===== config.mk =====
export PLATFORM = sky130hd
export DESIGN_NAME = mem_access
export DESIGN_NICKNAME = d
export VERILOG_FILES = /design/src/rtl/mem_access.sv
export SDC_FILE = /design/constraint.sdc
export NUM_CORES = 1
export LEC_CHECK = 0
export CAP_MARGIN = 20
export CORE_UTILIZATION = 42
export CTS_BUF_LIST = sky130_fd_sc_hd__clkbuf_4 sky130_fd_sc_hd__clkbuf_8
export CTS_CLUSTER_DIAMETER = 200
export DETAILED_ROUTE_END_ITERATION = 8
export PLACE_DENSITY_LB_ADDON = 0.15
export SLEW_MARGIN = 30
export SYNTH_ARGS = -nofsm -noshare
export SYNTH_HDL_FRONTEND = slang
export SYNTH_SLANG_ARGS = --single-unit

===== constraint.sdc =====
create_clock -name clk -period 2.8 [get_ports clk]
set_clock_uncertainty 0.2 [all_clocks]
set_input_delay 0.84 -clock clk [delete_from_list [all_inputs] [get_ports clk]]
set_output_delay 0.84 -clock clk [all_outputs]
set_load 0.05 [all_outputs]

===== src/rtl/mem_access.sv =====
// mem_access: MEM-stage data-memory access controller for a 16-bit LC-3b pipeline.
//
// Accepts one memory instruction from the EX/MEM register, runs one data-memory
// handshake (or two for the indirect ops LDI/STI), and then reports completion.
// The upstream pipeline is stalled for the whole time an access is in flight.
//
// Ports
//   clk, reset_n        clock; asynchronous active-low reset
//   valid_in, op        EX/MEM holds a valid instruction; 3-bit memory opcode
//   addr_in, store_data effective address; store source data
//   flush               kill the current or pending access result
//   dmem_*              data-memory request (address, wdata, byte_enable,
//                       read/write strobes) and response (resp, rdata)
//   stall               upstream must hold while high
//   done, mem_data      one-cycle completion pulse; load result (held)
//
// state    | meaning
// ---------+-------------------------------------------------------------
// IDLE     | no access in flight; accept a memory op when not flushed
// ACCESS   | first request: data access, or pointer fetch for LDI/STI
// INDIRECT | second request of LDI/STI at the fetched pointer
// REPORT   | single cycle with done high, then back to IDLE

module mem_access (
  input  logic        clk,
  input  logic        reset_n,
  input  logic        valid_in,
  input  logic [2:0]  op,
  input  logic [15:0] addr_in,
  input  logic [15:0] store_data,
  input  logic        flush,
  output logic [15:0] dmem_address,
  output logic [15:0] dmem_wdata,
  output logic [1:0]  dmem_byte_enable,
  output logic        dmem_read,
  output logic        dmem_write,
  input  logic        dmem_resp,
  input  logic [15:0] dmem_rdata,
  output logic        stall,
  output logic        done,
  output logic [15:0] mem_data
);

  typedef enum logic [1:0] {
    IDLE     = 2'd0,
    ACCESS   = 2'd1,
    INDIRECT = 2'd2,
    REPORT   = 2'd3
  } state_t;

  localparam logic [2:0] OP_NONE = 3'b000;
  localparam logic [2:0] OP_LDR  = 3'b001;
  localparam logic [2:0] OP_LDB  = 3'b010;
  localparam logic [2:0] OP_STR  = 3'b011;
  localparam logic [2:0] OP_STB  = 3'b100;
  localparam logic [2:0] OP_LDI  = 3'b101;
  localparam logic [2:0] OP_STI  = 3'b110;
  localparam logic [2:0] OP_RSVD = 3'b111;

  state_t      state_q, state_d;
  logic [2:0]  op_q;
  logic [15:0] addr_q;
  logic [15:0] data_q;
  logic        kill_q;

  logic        mem_op;
  logic        accept;
  logic        kill;
  logic        ptr_en;
  logic        load_en;
  logic [15:0] load_val;

  assign mem_op = (op != OP_NONE) && (op != OP_RSVD);
  assign accept = (state_q == IDLE) && valid_in && mem_op && !flush;
  // A flush arriving in the response cycle itself still kills the result.
  assign kill   = kill_q | flush;
  assign stall  = (state_q != IDLE) || accept;

  always_comb begin
    state_d          = state_q;
    dmem_address     = 16'h0000;
    dmem_wdata       = 16'h0000;
    dmem_byte_enable = 2'b00;
    dmem_read        = 1'b0;
    dmem_write       = 1'b0;
    done             = 1'b0;
    ptr_en           = 1'b0;
    load_en          = 1'b0;
    load_val         = dmem_rdata;

    case (state_q)
      IDLE: begin
        if (accept) state_d = ACCESS;
      end

      ACCESS: begin
        dmem_address = {addr_q[15:1], 1'b0};
        case (op_q)
          OP_STR: begin
            dmem_write       = 1'b1;
            dmem_wdata       = data_q;
            dmem_byte_enable = 2'b11;
          end
          OP_STB: begin
            dmem_write       = 1'b1;
            dmem_wdata       = {data_q[7:0], data_q[7:0]};
            dmem_byte_enable = addr_q[0] ? 2'b10 : 2'b01;
          end
          default: begin
            // LDR, LDB, and the pointer fetch of LDI/STI are all word reads.
            dmem_read        = 1'b1;
            dmem_byte_enable = 2'b11;
          end
        endcase

        if (dmem_resp) begin
          if (kill) begin
            state_d = IDLE;
          end else if ((op_q == OP_LDI) || (op_q == OP_STI)) begin
            state_d = INDIRECT;
            ptr_en  = 1'b1;
          end else begin
            state_d = REPORT;
            load_en = (op_q == OP_LDR) || (op_q == OP_LDB);
            if (op_q == OP_LDB)
              load_val = addr_q[0] ? {8'h00, dmem_rdata[15:8]}
                                   : {8'h00, dmem_rdata[7:0]};
          end
        end
      end

      INDIRECT: begin
        dmem_address     = {addr_q[15:1], 1'b0};
        dmem_byte_enable = 2'b11;
        if (op_q == OP_STI) begin
          dmem_write = 1'b1;
          dmem_wdata = data_q;
        end else begin
          dmem_read = 1'b1;
        end

        if (dmem_resp) begin
          if (kill) begin
            state_d = IDLE;
          end else begin
            state_d = REPORT;
            load_en = (op_q == OP_LDI);
          end
        end
      end

      REPORT: begin
        done    = 1'b1;
        state_d = IDLE;
      end

      default: state_d = IDLE;
    endcase
  end

  always_ff @(posedge clk or negedge reset_n) begin
    if (!reset_n) begin
      state_q  <= IDLE;
      op_q     <= OP_NONE;
      addr_q   <= 16'h0000;
      data_q   <= 16'h0000;
      kill_q   <= 1'b0;
      mem_data <= 16'h0000;
    end else begin
      state_q <= state_d;

      if (accept) begin
        op_q   <= op;
        addr_q <= addr_in;
        data_q <= store_data;
      end else if (ptr_en) begin
        // The fetched pointer replaces the address for the indirect phase.
        addr_q <= dmem_rdata;
      end

      if (load_en) mem_data <= load_val;

      if (state_d == IDLE)
        kill_q <= 1'b0;
      else if (((state_q == ACCESS) || (state_q == INDIRECT)) && flush)
        kill_q <= 1'b1;
    end
  end

endmodule


==> summary.md <==
| Metric | Value |
|---|---|
| Number of warnings printed during yosys synthesis | 0 |
| Final hold slack | 294 ps |
| Maximum number of pins on one net before global-route repair | 34 |
| Aggregate negative setup slack | -1130 ps |
| Worst max-slew margin expressed relative to the limit | 0.628 |
| Number of port buffers | 108 |
| Mapped Avg Cell Area | 12.9 um^2 |
| CTS tree | built |
| Clock network latency to the later pin of the worst-skew pair | 310 ps |
| Inserted Clock Buffers | 5 |
| Wire length of the first global-routing pass | 13400 um |
| Final net count | 434 |
| Final period demand of the worst path | 2900 ps |
| Peak supply drop | 799 uV |
| Number of sinks handled by clock tree synthesis | 54 |
| Most frequent cells in the layout | sky130_fd_sc_hd__clkdlybuf4s50_1, sky130_fd_sc_hd__dfrtp_1, sky130_fd_sc_hd__buf_12 |
| Residual antenna-violating net count after detailed routing | 0 |
| Status | finished with violations |
| Post-synth net total | 306 |
| Asr flop ratio synth | 1.00 |
| Vias per inst | 5.30 |
| Count of hold-fix buffers inserted at cts | 0 |
| Overall die area | 0.00788 mm^2 |
| Post-synthesis cell type count | 47 |
| Layout Area Growth over Synthesis | 65.9% |
| Overflow after GRT | 0 |
| Failing checks | negative setup slack |
| Classification of the worst-slack hold path | input pin to asynchronous set/reset pin |
| Area inside the core boundary | 0.00725 mm^2 |
| Leakage power summed over all cells | 2.20 nW |
| Global Route Usage Sum | 0.228 |
| Final count of hold timing violations | 0 |
| Clk Tree Root Cell | sky130_fd_sc_hd__clkbuf_8 |
| Starting DRC count in detailed routing | 84 |
| Die width | 88.8 um |
| Residual DRC | 0 |
| Antenna violations before repair | 0 |
| Slew of the pin with the lowest slew margin | 556 ps |
| Post-placement setup slack | -328 ps |
| Data required time at the worst endpoint | 1760 ps |
| Summed instance area of the synthesized netlist | 0.00316 mm^2 |
| Kind of end point of the critical path | output port |
| Maximum fanout encountered on the critical timing path | 5 |
| Total setup violations reported at the end of the flow | 26 |
| Number of buffers on the longest clock path | 2 |
| Number of synthesized flops with an enable pin | 0 |
| Global placer's final weighted congestion | 0.784 |
| Cell area after placement | 0.00487 mm^2 |
| Aggregate routed wire length | 8580 um |
| Final period util | 1.03 |
| PwrDens | 1180 mW/mm^2 |
| FP Rows | 31 |
| Synth Flop Type | sky130_fd_sc_hd__dfrtp_1 |
| Flip-flop and latch count after synthesis | 54 |
| Vias in the first global route | 2601 |
| Max Slew Vio Count | 0 |
| Number of detailed-route iterations in the first pass | 4 |
| Max-cap check violation count | 0 |
| # diodes | 0 |
| Overall die height | 88.8 um |
| Most common cell after layout, fill and taps aside | sky130_fd_sc_hd__clkdlybuf4s50_1 |
| Slack of the critical path | -95.8 ps |
| Wire length per cell | 18.1 um |
| Worst setup path class | register to output port |
| Number of H-tree levels | 2 |
| Peak Freq | 345 MHz |
| # IOs | 110 |
| Share of final-layout standard cells stronger than drive strength 1 | 0.543 |
| Startpoint type of the worst setup path | register |
| Finished Cell Area | 0.00525 mm^2 |
| Setup repair after global routing missed its margin | yes |
| DP Wirelength | 6050 um |
| Core utilization of the finished layout | 0.723 |
| Seq/Total Area, Yosys | 0.427 |
| Mapped Cells | 245 |
| Vias | 2507 |
| Initial core utilization | 0.436 |
| Clk slew on worst S/H paths | 100 ps |
| Arrival @ worst endpoint | 1860 ps |
[report_power, final]
| group | leakage [nW] | internal [mW] | total [mW] | switching [mW] |
|---|---|---|---|---|
| logic | 1.49 | 2.18 | 4.27 | 2.09 |
| registers | 0.657 | 1.17 | 1.49 | 0.316 |
| clock network | 0.0441 | 0.177 | 0.451 | 0.274 |
[layout make-up]
cell class	count	area, um^2
inverter	4	17.5
clock buffer	5	68.8
tap	99	124
fill	518	2010
clock inverter	3	21.3
timing repair buffer	137	1750
multi-input combinational	171	1910
sequential	54	1350
[stage by stage]
step / total power, mW / cells
2_1_floorplan: 3.72 / 245
3_3_place_gp: 5.19 / 458
3_5_place_dp: 5.26 / 458
4_1_cts: 6.09 / 470
5_1_grt: 6.48 / 473
6_report: 6.21 / 473
[routing by layer]
| layer | track usage | vias to the layer above | wire length, um |
|---|---|---|---|
| met5 | 0 | - | 0 |
| met4 | 0.0748 | 0 | 220 |
| met3 | 0.0513 | 17 | 401 |
| met2 | 0.389 | 80 | 4310 |
| met1 | 0.285 | 1268 | 3640 |
| li1 | - | 1142 | - |
[worst max-delay path, stage by stage (launching register included)]
cell                      delay (ps)
sky130_fd_sc_hd__dfrtp_1         420
sky130_fd_sc_hd__buf_6           140
sky130_fd_sc_hd__ha_4            160
sky130_fd_sc_hd__mux2i_1         190
sky130_fd_sc_hd__o21ai_2         110
sky130_fd_sc_hd__buf_6           150
sky130_fd_sc_hd__and3_2          230
sky130_fd_sc_hd__buf_12          150
[cell usage after synthesis, drive strengths merged (2+ instances only)]
master  number  area (um^2)
a31oi        2         18.8
a22oi        8         60.1
a21boi       2         15.0
nor2         4         15.0
nand2b       3         18.8
a22o         8         70.1
clkbuf       5         18.8
o21a         2         15.0
mux2        68          863
o21ai        4         20.0
a21oi        3         26.3
nand4b       4         35.0
nand3b       4         30.0
and3         9         61.3
and2        16          100
nor2b        8         50.1
dfrtp       54         1350
buf         11          126
ha           5         62.6
nand2        4         15.0
inv          4         15.0
[repair_timing]
action | CTS | global route
pin swaps | 5 | 6
setup endpoints to repair | 30 | 37
gates cloned | 1 | 2
setup buffers | 3 | 1
gates resized for setup | 59 | 13
endpoints found under the hold margin | 0 | 0
[sequential cells by signal, indices dropped and copies added, names as in the netlist]
name,cells
kill_q,1
op_q,3
mem_data,16
data_q,16
addr_q,16
state_q,2
[path summary, 6_finish.rpt]
check,slack (ps),to,start,cells past startpoint
max,-100,dmem_wdata[3],state_q[1]$_DFF_PN0_,7
min,290,addr_q[9]$_DFFE_PN0P_,reset_n,1
max reg2reg,410,mem_data[1]$_DFFE_PN0P_,state_q[0]$_DFF_PN0_,7
min reg2reg,310,addr_q[7]$_DFFE_PN0P_,addr_q[7]$_DFFE_PN0P_,1
max in group asynchronous,1540,data_q[14]$_DFFE_PN0N_,reset_n,2
min in group clk,310,addr_q[7]$_DFFE_PN0P_,addr_q[7]$_DFFE_PN0P_,1
[cell families after synthesis]
| family | synth area share |
|---|---|
| AOI/OAI and AO/OA | 0.0910 |
| xor gates and xnor gates | 0.00277 |
| adders and majority gates | 0.0198 |
| buffers and inverters | 0.0506 |
| DFF | 0.427 |
| muxes | 0.276 |
| other | 0.00119 |
| and+or+nand+nor | 0.131 |
Power figures use the tool's default switching activity.
